### config.mk
export PLATFORM = sky130hd
export DESIGN_NAME = m_game_ctrl
export DESIGN_NICKNAME = d
export VERILOG_FILES = /design/src/rtl/m_game_ctrl_pkg.sv /design/src/rtl/m_game_ctrl_watchdog.sv /design/src/rtl/m_game_ctrl.sv
export SDC_FILE = /design/constraint.sdc
export NUM_CORES = 1
export LEC_CHECK = 0
export CAP_MARGIN = 0
export CELL_PAD_IN_SITES_DETAIL_PLACEMENT = 0
export CELL_PAD_IN_SITES_GLOBAL_PLACEMENT = 1
export CORE_MARGIN = 3
export CORE_UTILIZATION = 34
export DETAILED_ROUTE_END_ITERATION = 10
export GPL_ROUTABILITY_DRIVEN = 0
export PLACE_DENSITY_LB_ADDON = 0.1
export SYNTH_ARGS = -nofsm -noshare
export SYNTH_HDL_FRONTEND = slang
export SYNTH_SLANG_ARGS = --single-unit
### constraint.sdc
create_clock -name clock -period 2.1 [get_ports clock]
set_clock_uncertainty 0.2 [all_clocks]
set_input_delay 0.42 -clock clock [delete_from_list [all_inputs] [get_ports clock]]
set_output_delay 0.42 -clock clock [all_outputs]
set_load 0.01 [all_outputs]
### src/rtl/m_game_ctrl_pkg.sv
// Shared game definitions: controller state encodings, default game limits
// and small state-class helpers used by the controller and its stages.
package m_game_ctrl_pkg;

    typedef enum logic [3:0] {
        S_IDLE      = 4'd0,
        S_WAIT_TICK = 4'd1,
        S_LOGIC     = 4'd2,
        S_COLLIDE   = 4'd3,
        S_RENDER    = 4'd4,
        S_CHECK     = 4'd5,
        S_WON       = 4'd6,
        S_LOST      = 4'd7,
        S_FAULT     = 4'd8
    } game_state_t;

    localparam logic [7:0]  WON_SCORE_DEFAULT = 8'd188;
    localparam int unsigned TIMEOUT_DEFAULT   = 1023;
    localparam int unsigned WDOG_W            = 10;
    localparam logic [3:0]  OVERRUN_MAX       = 4'd15;

    // States in which a pipeline stage holds its run enable.
    function automatic logic is_stage(game_state_t s);
        return (s == S_LOGIC) || (s == S_COLLIDE) || (s == S_RENDER);
    endfunction

    // States in which a move tick is recorded (game in progress).
    function automatic logic tick_armed(game_state_t s);
        return (s == S_WAIT_TICK) || is_stage(s) || (s == S_CHECK);
    endfunction

endpackage

### src/rtl/m_game_ctrl_watchdog.sv
// Stage watchdog: counts cycles a stage holds its enable and flags the cycle
// in which the TIMEOUT-th enabled cycle elapses without the stage finishing.
module m_stage_watchdog
    import m_game_ctrl_pkg::*;
#(
    parameter int unsigned TIMEOUT = TIMEOUT_DEFAULT
) (
    input  logic clock,
    input  logic reset,
    input  logic clear,
    input  logic count_en,
    output logic expired
);

    localparam logic [WDOG_W-1:0] LAST = WDOG_W'(TIMEOUT - 1);

    logic [WDOG_W-1:0] count;

    always_ff @(posedge clock or posedge reset) begin
        if (reset) begin
            count <= '0;
        end else if (clear) begin
            count <= '0;
        end else if (count_en && (count != '1)) begin
            count <= count + 1'b1;
        end
    end

    // count holds the enabled cycles already elapsed, so this cycle is the last allowed.
    assign expired = count_en && (count >= LAST);

endmodule

### src/rtl/m_game_ctrl.sv
// Game sequencer: on each move tick runs logic, collision and render stages
// in turn, then decides won / lost / continue; a watchdog traps hung stages.
module m_game_ctrl
    import m_game_ctrl_pkg::*;
#(
    parameter logic [7:0]  WON_SCORE = WON_SCORE_DEFAULT,
    parameter int unsigned TIMEOUT   = TIMEOUT_DEFAULT
) (
    input  logic       clock,
    input  logic       reset,
    input  logic       hs_enable,
    input  logic       start_key,
    input  logic       logic_finished,
    input  logic       collision_finished,
    input  logic       ghost_collision,
    input  logic       render_finished,
    input  logic [7:0] score,
    output logic       logic_enable,
    output logic       collision_enable,
    output logic       render_enable,
    output logic       stage_ack,
    output logic       game_reset,
    output logic       game_won,
    output logic       game_over,
    output logic       fault,
    output logic [3:0] overrun_count,
    output logic [3:0] state_dbg
);

    game_state_t state, state_next;
    logic        tick_pending;
    logic        hit_r;
    logic        stage_done;
    logic        wd_expired;

    m_stage_watchdog #(.TIMEOUT(TIMEOUT)) u_watchdog (
        .clock    (clock),
        .reset    (reset),
        .clear    (state_next != state),
        .count_en (is_stage(state)),
        .expired  (wd_expired)
    );

    always_ff @(posedge clock or posedge reset) begin
        if (reset) begin
            state <= S_IDLE;
        end else begin
            state <= state_next;
        end
    end

    always_comb begin
        state_next = state;
        stage_done = 1'b0;
        unique case (state)
            S_IDLE, S_WON, S_LOST: begin
                if (start_key) state_next = S_WAIT_TICK;
            end
            S_WAIT_TICK: begin
                if (tick_pending || hs_enable) state_next = S_LOGIC;
            end
            S_LOGIC: begin
                stage_done = logic_finished;
                if (logic_finished)  state_next = S_COLLIDE;
                else if (wd_expired) state_next = S_FAULT;
            end
            S_COLLIDE: begin
                stage_done = collision_finished;
                if (collision_finished) state_next = S_RENDER;
                else if (wd_expired)    state_next = S_FAULT;
            end
            S_RENDER: begin
                stage_done = render_finished;
                if (render_finished) state_next = S_CHECK;
                else if (wd_expired) state_next = S_FAULT;
            end
            S_CHECK: begin
                if (hit_r)                   state_next = S_LOST;
                else if (score >= WON_SCORE) state_next = S_WON;
                else                         state_next = S_WAIT_TICK;
            end
            S_FAULT: state_next = S_FAULT;
            default: state_next = S_IDLE;
        endcase
    end

    // Pulses are gated by reset so nothing leaks out while it is held.
    assign stage_ack  = stage_done && !reset;
    assign game_reset = start_key && !reset &&
                        ((state == S_IDLE) || (state == S_WON) || (state == S_LOST));

    assign logic_enable     = (state == S_LOGIC);
    assign collision_enable = (state == S_COLLIDE);
    assign render_enable    = (state == S_RENDER);
    assign game_won         = (state == S_WON);
    assign game_over        = (state == S_LOST);
    assign fault            = (state == S_FAULT);
    assign state_dbg        = state;

    always_ff @(posedge clock or posedge reset) begin
        if (reset) begin
            tick_pending  <= 1'b0;
            overrun_count <= '0;
            hit_r         <= 1'b0;
        end else if (game_reset) begin
            tick_pending  <= 1'b0;
            overrun_count <= '0;
            hit_r         <= 1'b0;
        end else begin
            if (tick_armed(state) && hs_enable && tick_pending &&
                (overrun_count != OVERRUN_MAX)) begin
                overrun_count <= overrun_count + 1'b1;
            end
            // Entering LOGIC consumes the tick, even one arriving that same cycle.
            if ((state == S_WAIT_TICK) && (state_next == S_LOGIC)) begin
                tick_pending <= 1'b0;
            end else if (tick_armed(state) && hs_enable) begin
                tick_pending <= 1'b1;
            end
            if ((state == S_COLLIDE) && collision_finished) begin
                hit_r <= ghost_collision;
            end
        end
    end

endmodule

# ---- Word level (Yosys, flattened, before mapping)
# Index checks and enable logic that the tools add are counted.
# Widths: inputs -> output; s select.
dict set report op_classes {
  n_addsub 2
  order_cmp 2
  eq_ne 12
  n_mux 19
  n_reduce_logical 24
}
# op n
set ops {}
lappend ops {{$mux 4} 8}
lappend ops {{$pmux 4 s7} 1}
lappend ops {{$mux 10} 2}
lappend ops {{$eq 4x3->1 const B} 4}
lappend ops {{$eq 4x2->1 const B} 3}
lappend ops {{$add 10x1->10 const B} 1}
lappend ops {{$ge 10x10->1 const B} 1}
lappend ops {{$logic_and 1x1->1} 10}
lappend ops {{$ne 10x10->1 const B} 1}
lappend ops {{$ge 8x8->1 const B} 1}
lappend ops {{$logic_or 1x1->1} 7}
lappend ops {{$mux 3} 2}
lappend ops {{$reduce_bool 2->1} 3}
lappend ops {{$mux 1} 5}
lappend ops {{$add 4x1->4 const B} 1}
lappend ops {{$eq 4x1->1 const B} 1}
lappend ops {{$eq 4x4->1 const B} 1}
lappend ops {{$logic_not 4->1} 1}
lappend ops {{$ne 4x4->1} 1}
lappend ops {{$ne 4x4->1 const B} 1}
lappend ops {{$pmux 1 s3} 1}
lappend ops {{$reduce_bool 3->1} 1}
lappend ops {{$reduce_or 3->1} 1}
lappend ops {{$logic_not 1->1} 1}
dict set report word_totals {
  register_bits 20
  in_bits 16
  elab_cells 64
}

# ---- Depth between registers and ports, before layout
dict set report depth {
  depth_word 11
  ltp_mapped 8
  depth_no_buf 8
}

# ---- Cells and area by module
# Synthesis repeated with hierarchy kept, for this count alone.
dict set report hier_totals {
  cells_unflattened 173
  area_unflattened_um2 1569.0
}
# module instances cells_each area_each_um2
set modules_own_cells {}
lappend modules_own_cells {m_game_ctrl 1 99 884.6}
lappend modules_own_cells {m_stage_watchdog 1 74 684.4}

# ---- Worst setup path after synthesis
# OpenSTA, ideal clock, no wires.
dict set report synth_timing {
  path_type {reg2reg}
  startpoint {register state[1] (netlist: state_dbg[1])}
  endpoint {register u_watchdog.count[0]}
  setup_ns 0.101
  arrival_time_ns 1.738
  required_ns 1.799
  path_slack_ns 0.061
  stages_incl_launch_ff 9
  period_less_slack_ns 2.039
  path_cell_list {dfrtp_1 buf_6 buf_2 nor2b_1 a21oi_1 a21oi_1 o21bai_1 o2111ai_4 nor4_1}
}
dict set report synth_between {
  elab_chain_len 9
  elab_cells_between_ends 24
  cone_classes {eq/ne (9); mux (8); reduce/logical (7)}
}
# item line
set synth_lines {}
lappend synth_lines {{from (decl)} m_game_ctrl.sv:30} ;# game_state_t state, state_next;
lappend synth_lines {{from (signal assigned)} m_game_ctrl.sv:48} ;# state <= state_next;
lappend synth_lines {{$eq 4x2->1} {m_game_ctrl_pkg.sv:24, m_game_ctrl.sv:55}}
lappend synth_lines {{$logic_or 1x1->1 (2 in series)} m_game_ctrl_pkg.sv:24} ;# return (s == S_LOGIC) || (s == S_COLLIDE) || (s == S_RENDER);
lappend synth_lines {{$logic_and 1x1->1} m_game_ctrl_watchdog.sv:30} ;# assign expired = count_en && (count >= LAST);
lappend synth_lines {{$mux 4} {m_game_ctrl.sv:65, m_game_ctrl.sv:70, m_game_ctrl.sv:75}}
lappend synth_lines {{$mux 4 (on tied branches)} {m_game_ctrl.sv:74, m_game_ctrl.sv:64, m_game_ctrl.sv:69}}
lappend synth_lines {{$pmux 4 s7} m_game_ctrl.sv:55} ;# unique case (state)
lappend synth_lines {{$ne 4x4->1} m_game_ctrl.sv:39} ;# .clear (state_next != state),
lappend synth_lines {{$mux 10 or $reduce_bool 2->1 (tied branches)} n/a}
lappend synth_lines {{to (signal assigned)} m_game_ctrl_watchdog.sv:25} ;# count <= count + 1'b1;
lappend synth_lines {{to (decl)} m_game_ctrl_watchdog.sv:17} ;# logic [WDOG_W-1:0] count;
# Several ways; a longest one is shown, not always the timed one.
# A chain may end at the register's enable or synchronous reset.

# ---- Worst setup path after layout
dict set report layout_timing {
  startpoint {register state[0] (netlist: state_dbg[0])}
  endpoint {output fault}
}
dict set report layout_between {
  elab_chain_len 1
}
# item line
set layout_lines {}
lappend layout_lines {{$eq 4x4->1} m_game_ctrl.sv:97} ;# assign fault = (state == S_FAULT);
lappend layout_lines {{to (decl)} m_game_ctrl.sv:25} ;# output logic fault,
# Every way passes these cells.

==> impl_metrics.sql <==
INSERT INTO impl_metrics (metric_group, metric, value, unit) VALUES
('grt', 'grt_util_all_layers', '0.2157', ''),
('clock_network', 'clkLatencyLatePin', '0.26', 'ns'),
('worst_setup_path', 'timing.critical_path.slowest_cell_delay', '0.43', 'ns'),
('logic_synthesis', 'syn_inst', '159', ''),
('drt', 'routed_wl', '5353', 'um'),
('worst_setup_path', 'critPathMostFrequentCell', 'sky130_fd_sc_hd__buf_4', ''),
('logic_synthesis', 'synthesis.yosys.warnings', '0', ''),
('drt', 'number_of_drc_violations_after_detailed_routing', '0', ''),
('grt', 'global_route.overflow_total', '0', ''),
('floorplanning', 'floorplan.die.height', '70.83', 'um'),
('logic_synthesis', 'avgSynthCellArea', '8.987', 'um2'),
('final_layout', 'antenna_cells', '0', ''),
('worst_setup_path', 'critical_path_arrival', '1.68', 'ns'),
('floorplanning', 'standard_cell_rows', '22', ''),
('worst_setup_path', 'crit_family', 'buffers and inverters', ''),
('timing', 'timing.final.ws_setup', '-0.1983', 'ns'),
('clock_network', 'cts_buffer_depth', '2', ''),
('logic_synthesis', 'async_flop_share', '1.000', ''),
('grt', 'antenna_found_initial', '0', ''),
('worst_setup_path', 'worstSetupStartpointType', 'flop', ''),
('timing', 'timing.final.crit_period', '2.298', 'ns'),
('pwr', 'vdd_ir_drop_max', '0.6351', 'mV'),
('logic_synthesis', 'postSynth.topFlopCell', 'sky130_fd_sc_hd__dfrtp_1', ''),
('pwr', 'post-layout-total-power', '0.003139', 'W'),
('outcome', 'status', 'finished with violations', ''),
('floorplanning', 'i_o_pin_total', '32', ''),
('grt', 'number_of_global_route_vias_before_repair', '1733', ''),
('logic_synthesis', 'synth_largest_type_area_fraction', '0.3503', ''),
('drt', 'via_per_inst', '5.492', ''),
('timing', 'maximum_frequency_from_static_timing_analysis', '0.4351', 'GHz'),
('worst_hold_path', 'min_path_type', 'in -> async', ''),
('grt', 'grt_pass1_wl', '8680', 'um'),
('worst_setup_path', 'cp_max_fo', '6', ''),
('drt', 'routed_wirelength_normalized_by_instance_count', '17.67', 'um'),
('worst_setup_path', 'worstSetupEndpointType', 'output port', ''),
('logic_synthesis', 'sequential_element_share_of_the_synthesized_area', '0.3503', ''),
('timing', 'timing.final.crit_share', '1.094', ''),
('final_layout', 'syn_to_final_growth', '85.03', '%'),
('logic_synthesis', 'yosysTopAreaCell', 'sky130_fd_sc_hd__dfrtp_1', ''),
('timing', 'max_slew_margin', '0.7076', ''),
('pwr', 'ratio_of_total_power_to_cell_area', '1187', 'nW/um2'),
('flow_run', 'maxCapViolations', '0', ''),
('timing', 'slew_viol_final', '0', ''),
('outcome', 'failed_checks', 'negative setup slack', ''),
('floorplanning', 'core_region_area', '3854', 'um2'),
('floorplanning', 'die_area', '5016', 'um2'),
('logic_synthesis', 'synthTopCellsByArea', 'sky130_fd_sc_hd__dfrtp_1 35%, sky130_fd_sc_hd__nor2_1 5.3%, sky130_fd_sc_hd__xnor2_1 4.3%', ''),
('clock_network', 'cts_num_sinks', '20', ''),
('final_layout', 'finalNetCount', '276', ''),
('timing', 'setup_violations', '13', ''),
('final_layout', 'layout.area.seq', '504.2', 'um2'),
('final_layout', 'num-fill-cells', '290', ''),
('worst_setup_path', 'critical_path_cell_sequence', 'buf_4, nor3_2, buf_4, nand2_1, inv_1, dlygate4sd2_1', ''),
('logic_synthesis', 'synth-edff-count', '0', ''),
('drt', 'postRouteAntennaNets', '0', ''),
('logic_synthesis', 'synth_area', '1429', 'um2'),
('drt', 'detailedRoute.firstIterationViolations', '147', ''),
('grt', 'grt_max_degree', '21', ''),
('clock_network', 'tritoncts_clock_tree', 'built', ''),
('final_layout', 'multi_input_comb_area', '1176', 'um2'),
('floorplanning', 'chipWidth', '70.83', 'um'),
('worst_setup_path', 'worst_path_max_delay_cell', 'sky130_fd_sc_hd__dfrtp_2', ''),
('floorplanning', 'initial_core_util', '0.3708', ''),
('worst_setup_path', 'critical_path_buf_inv_count', '4', ''),
('clock_network', 'number_of_hold_buffers_added_after_cts', '0', ''),
('logic_synthesis', 'syn-num-nets', '178', ''),
('clock_network', 'cts_inserted_buffers', '3', ''),
('placement', 'detailed_placer_s_ending_hpwl', '3181', 'um'),
('clock_network', 'cts.clk_slew.worst_paths', '0.07', 'ns'),
('logic_synthesis', 'synth_seq_cells', '20', ''),
('clock_network', 'clk_root_buffer_cell', 'sky130_fd_sc_hd__clkbuf_8', '');
[sequential cells by signal, summed over array words and instances (netlist names)]
register          flops
state_dbg             4
u_watchdog.count     10
hit_r                 1
overrun_count         4
tick_pending          1
[stage by stage]
stage	setup WS (ns)	util	area, um2	setup TNS (ns)	instances
6_report	-0.1983	0.6860	2644	-1.911	303
5_1_grt	-0.2772	0.6860	2644	-3.042	303
4_1_cts	-0.1778	0.6412	2471	-1.537	296
3_5_place_dp	-0.5409	0.5448	2100	-7.131	277
3_3_place_gp	-0.5218	0.5448	2100	-6.665	277
2_1_floorplan	0.06104	-	1429	0	159
[synth_stat cells (2+ instances only)]
cell,instances
sky130_fd_sc_hd__mux2i_1,2
sky130_fd_sc_hd__xnor2_1,7
sky130_fd_sc_hd__and3_1,4
sky130_fd_sc_hd__dfrtp_1,20
sky130_fd_sc_hd__o21ai_0,4
sky130_fd_sc_hd__buf_2,4
sky130_fd_sc_hd__nor4_1,9
sky130_fd_sc_hd__nand2_1,11
sky130_fd_sc_hd__inv_1,8
sky130_fd_sc_hd__nor2_1,20
sky130_fd_sc_hd__nor2b_1,3
sky130_fd_sc_hd__a21oi_1,5
sky130_fd_sc_hd__xor2_1,5
sky130_fd_sc_hd__nor3_1,5
sky130_fd_sc_hd__nand3_1,6
sky130_fd_sc_hd__nand2b_1,3
sky130_fd_sc_hd__nand3b_1,3
sky130_fd_sc_hd__nand4_1,5
sky130_fd_sc_hd__nor4_2,4
sky130_fd_sc_hd__ha_1,3
[power by group]
part	leakage, nW	switching [W]	internal (W)
registers	0.261	0.0000909	0.000481
clock network	0.0216	0.000127	0.000128
logic	0.904	0.00114	0.00118
[worst min-delay path, stage by stage]
cell and delay (ns):
sky130_fd_sc_hd__clkdlybuf4s50_1 0.45, sky130_fd_sc_hd__inv_1 0.08, sky130_fd_sc_hd__buf_4 0.27
[timing repair]
| item | in CTS | in global routing |
|---|---|---|
| gates cloned | 3 | 0 |
| pin swaps | 26 | 19 |
| endpoints found under the setup margin | 26 | 25 |
| gates resized for setup | 75 | 29 |
| buffers inserted | 14 | 8 |
[placed cells by master, fill, tap and decap left out, types with 4 or more instances in the layout]
| master | netlist | final |
|---|---|---|
| sky130_fd_sc_hd__buf_4 | 0 | 56 |
| sky130_fd_sc_hd__dfrtp_1 | 20 | 17 |
| sky130_fd_sc_hd__nor2_1 | 20 | 15 |
| sky130_fd_sc_hd__clkdlybuf4s50_1 | 0 | 13 |
| sky130_fd_sc_hd__buf_6 | 1 | 12 |
| sky130_fd_sc_hd__nor4_2 | 4 | 9 |
| sky130_fd_sc_hd__inv_1 | 8 | 8 |
| sky130_fd_sc_hd__nand2_1 | 11 | 7 |
| sky130_fd_sc_hd__dlygate4sd2_1 | 0 | 7 |
| sky130_fd_sc_hd__nand3_1 | 6 | 6 |
| sky130_fd_sc_hd__xnor2_1 | 7 | 5 |
| sky130_fd_sc_hd__xor2_1 | 5 | 5 |
| sky130_fd_sc_hd__nor2_4 | 1 | 5 |
| sky130_fd_sc_hd__nand4_1 | 5 | 5 |
| sky130_fd_sc_hd__buf_2 | 4 | 5 |
| sky130_fd_sc_hd__nand2_2 | 0 | 4 |
| sky130_fd_sc_hd__a21oi_1 | 5 | 4 |
[kinds of logic (layout without fill, tap and decap cells)]
family	count (synthesis)	in the layout	synth area share
mux	2	2	0.01401
simple gates	80	81	0.3222
buf+inv	16	109	0.05166
compound gates	26	28	0.1620
xor+xnor	12	12	0.07355
flops	20	20	0.3503
fa+ha+maj	3	3	0.02627
[cell type report]
class,instances,area share
tap,48,0.02272
timing repair buffer,97,0.3133
clock buffer,3,0.01562
sequential,20,0.1907
multi-input combinational,126,0.4449
inverter,9,0.01278
[worst paths after layout]
path / startpoint / endpoint / slack [ns] / cells after the start
min in group clock: overrun_count[3] / overrun_count[3] / 0.38 / 2
hold / removal: reset / hit_r / 0.38 / 3
max in group asynchronous: reset / state_dbg[1] / 1.09 / 3
hold reg to reg: overrun_count[3] / overrun_count[3] / 0.38 / 2
setup reg to reg: state_dbg[2] / u_watchdog.count[8] / -0.18 / 7
setup / recovery: state_dbg[0] / fault / -0.20 / 6
[metal layers]
layer  GRT usage  wire length, um  vias to the layer above
li1            -                -                      781
met2      0.3563             2707                       58
met1      0.2789             2224                      808
met5           0                0                        -
met3     0.03977              264                       17
met4     0.08351              157                        0
No activity file was read; power rests on OpenSTA's default activity.
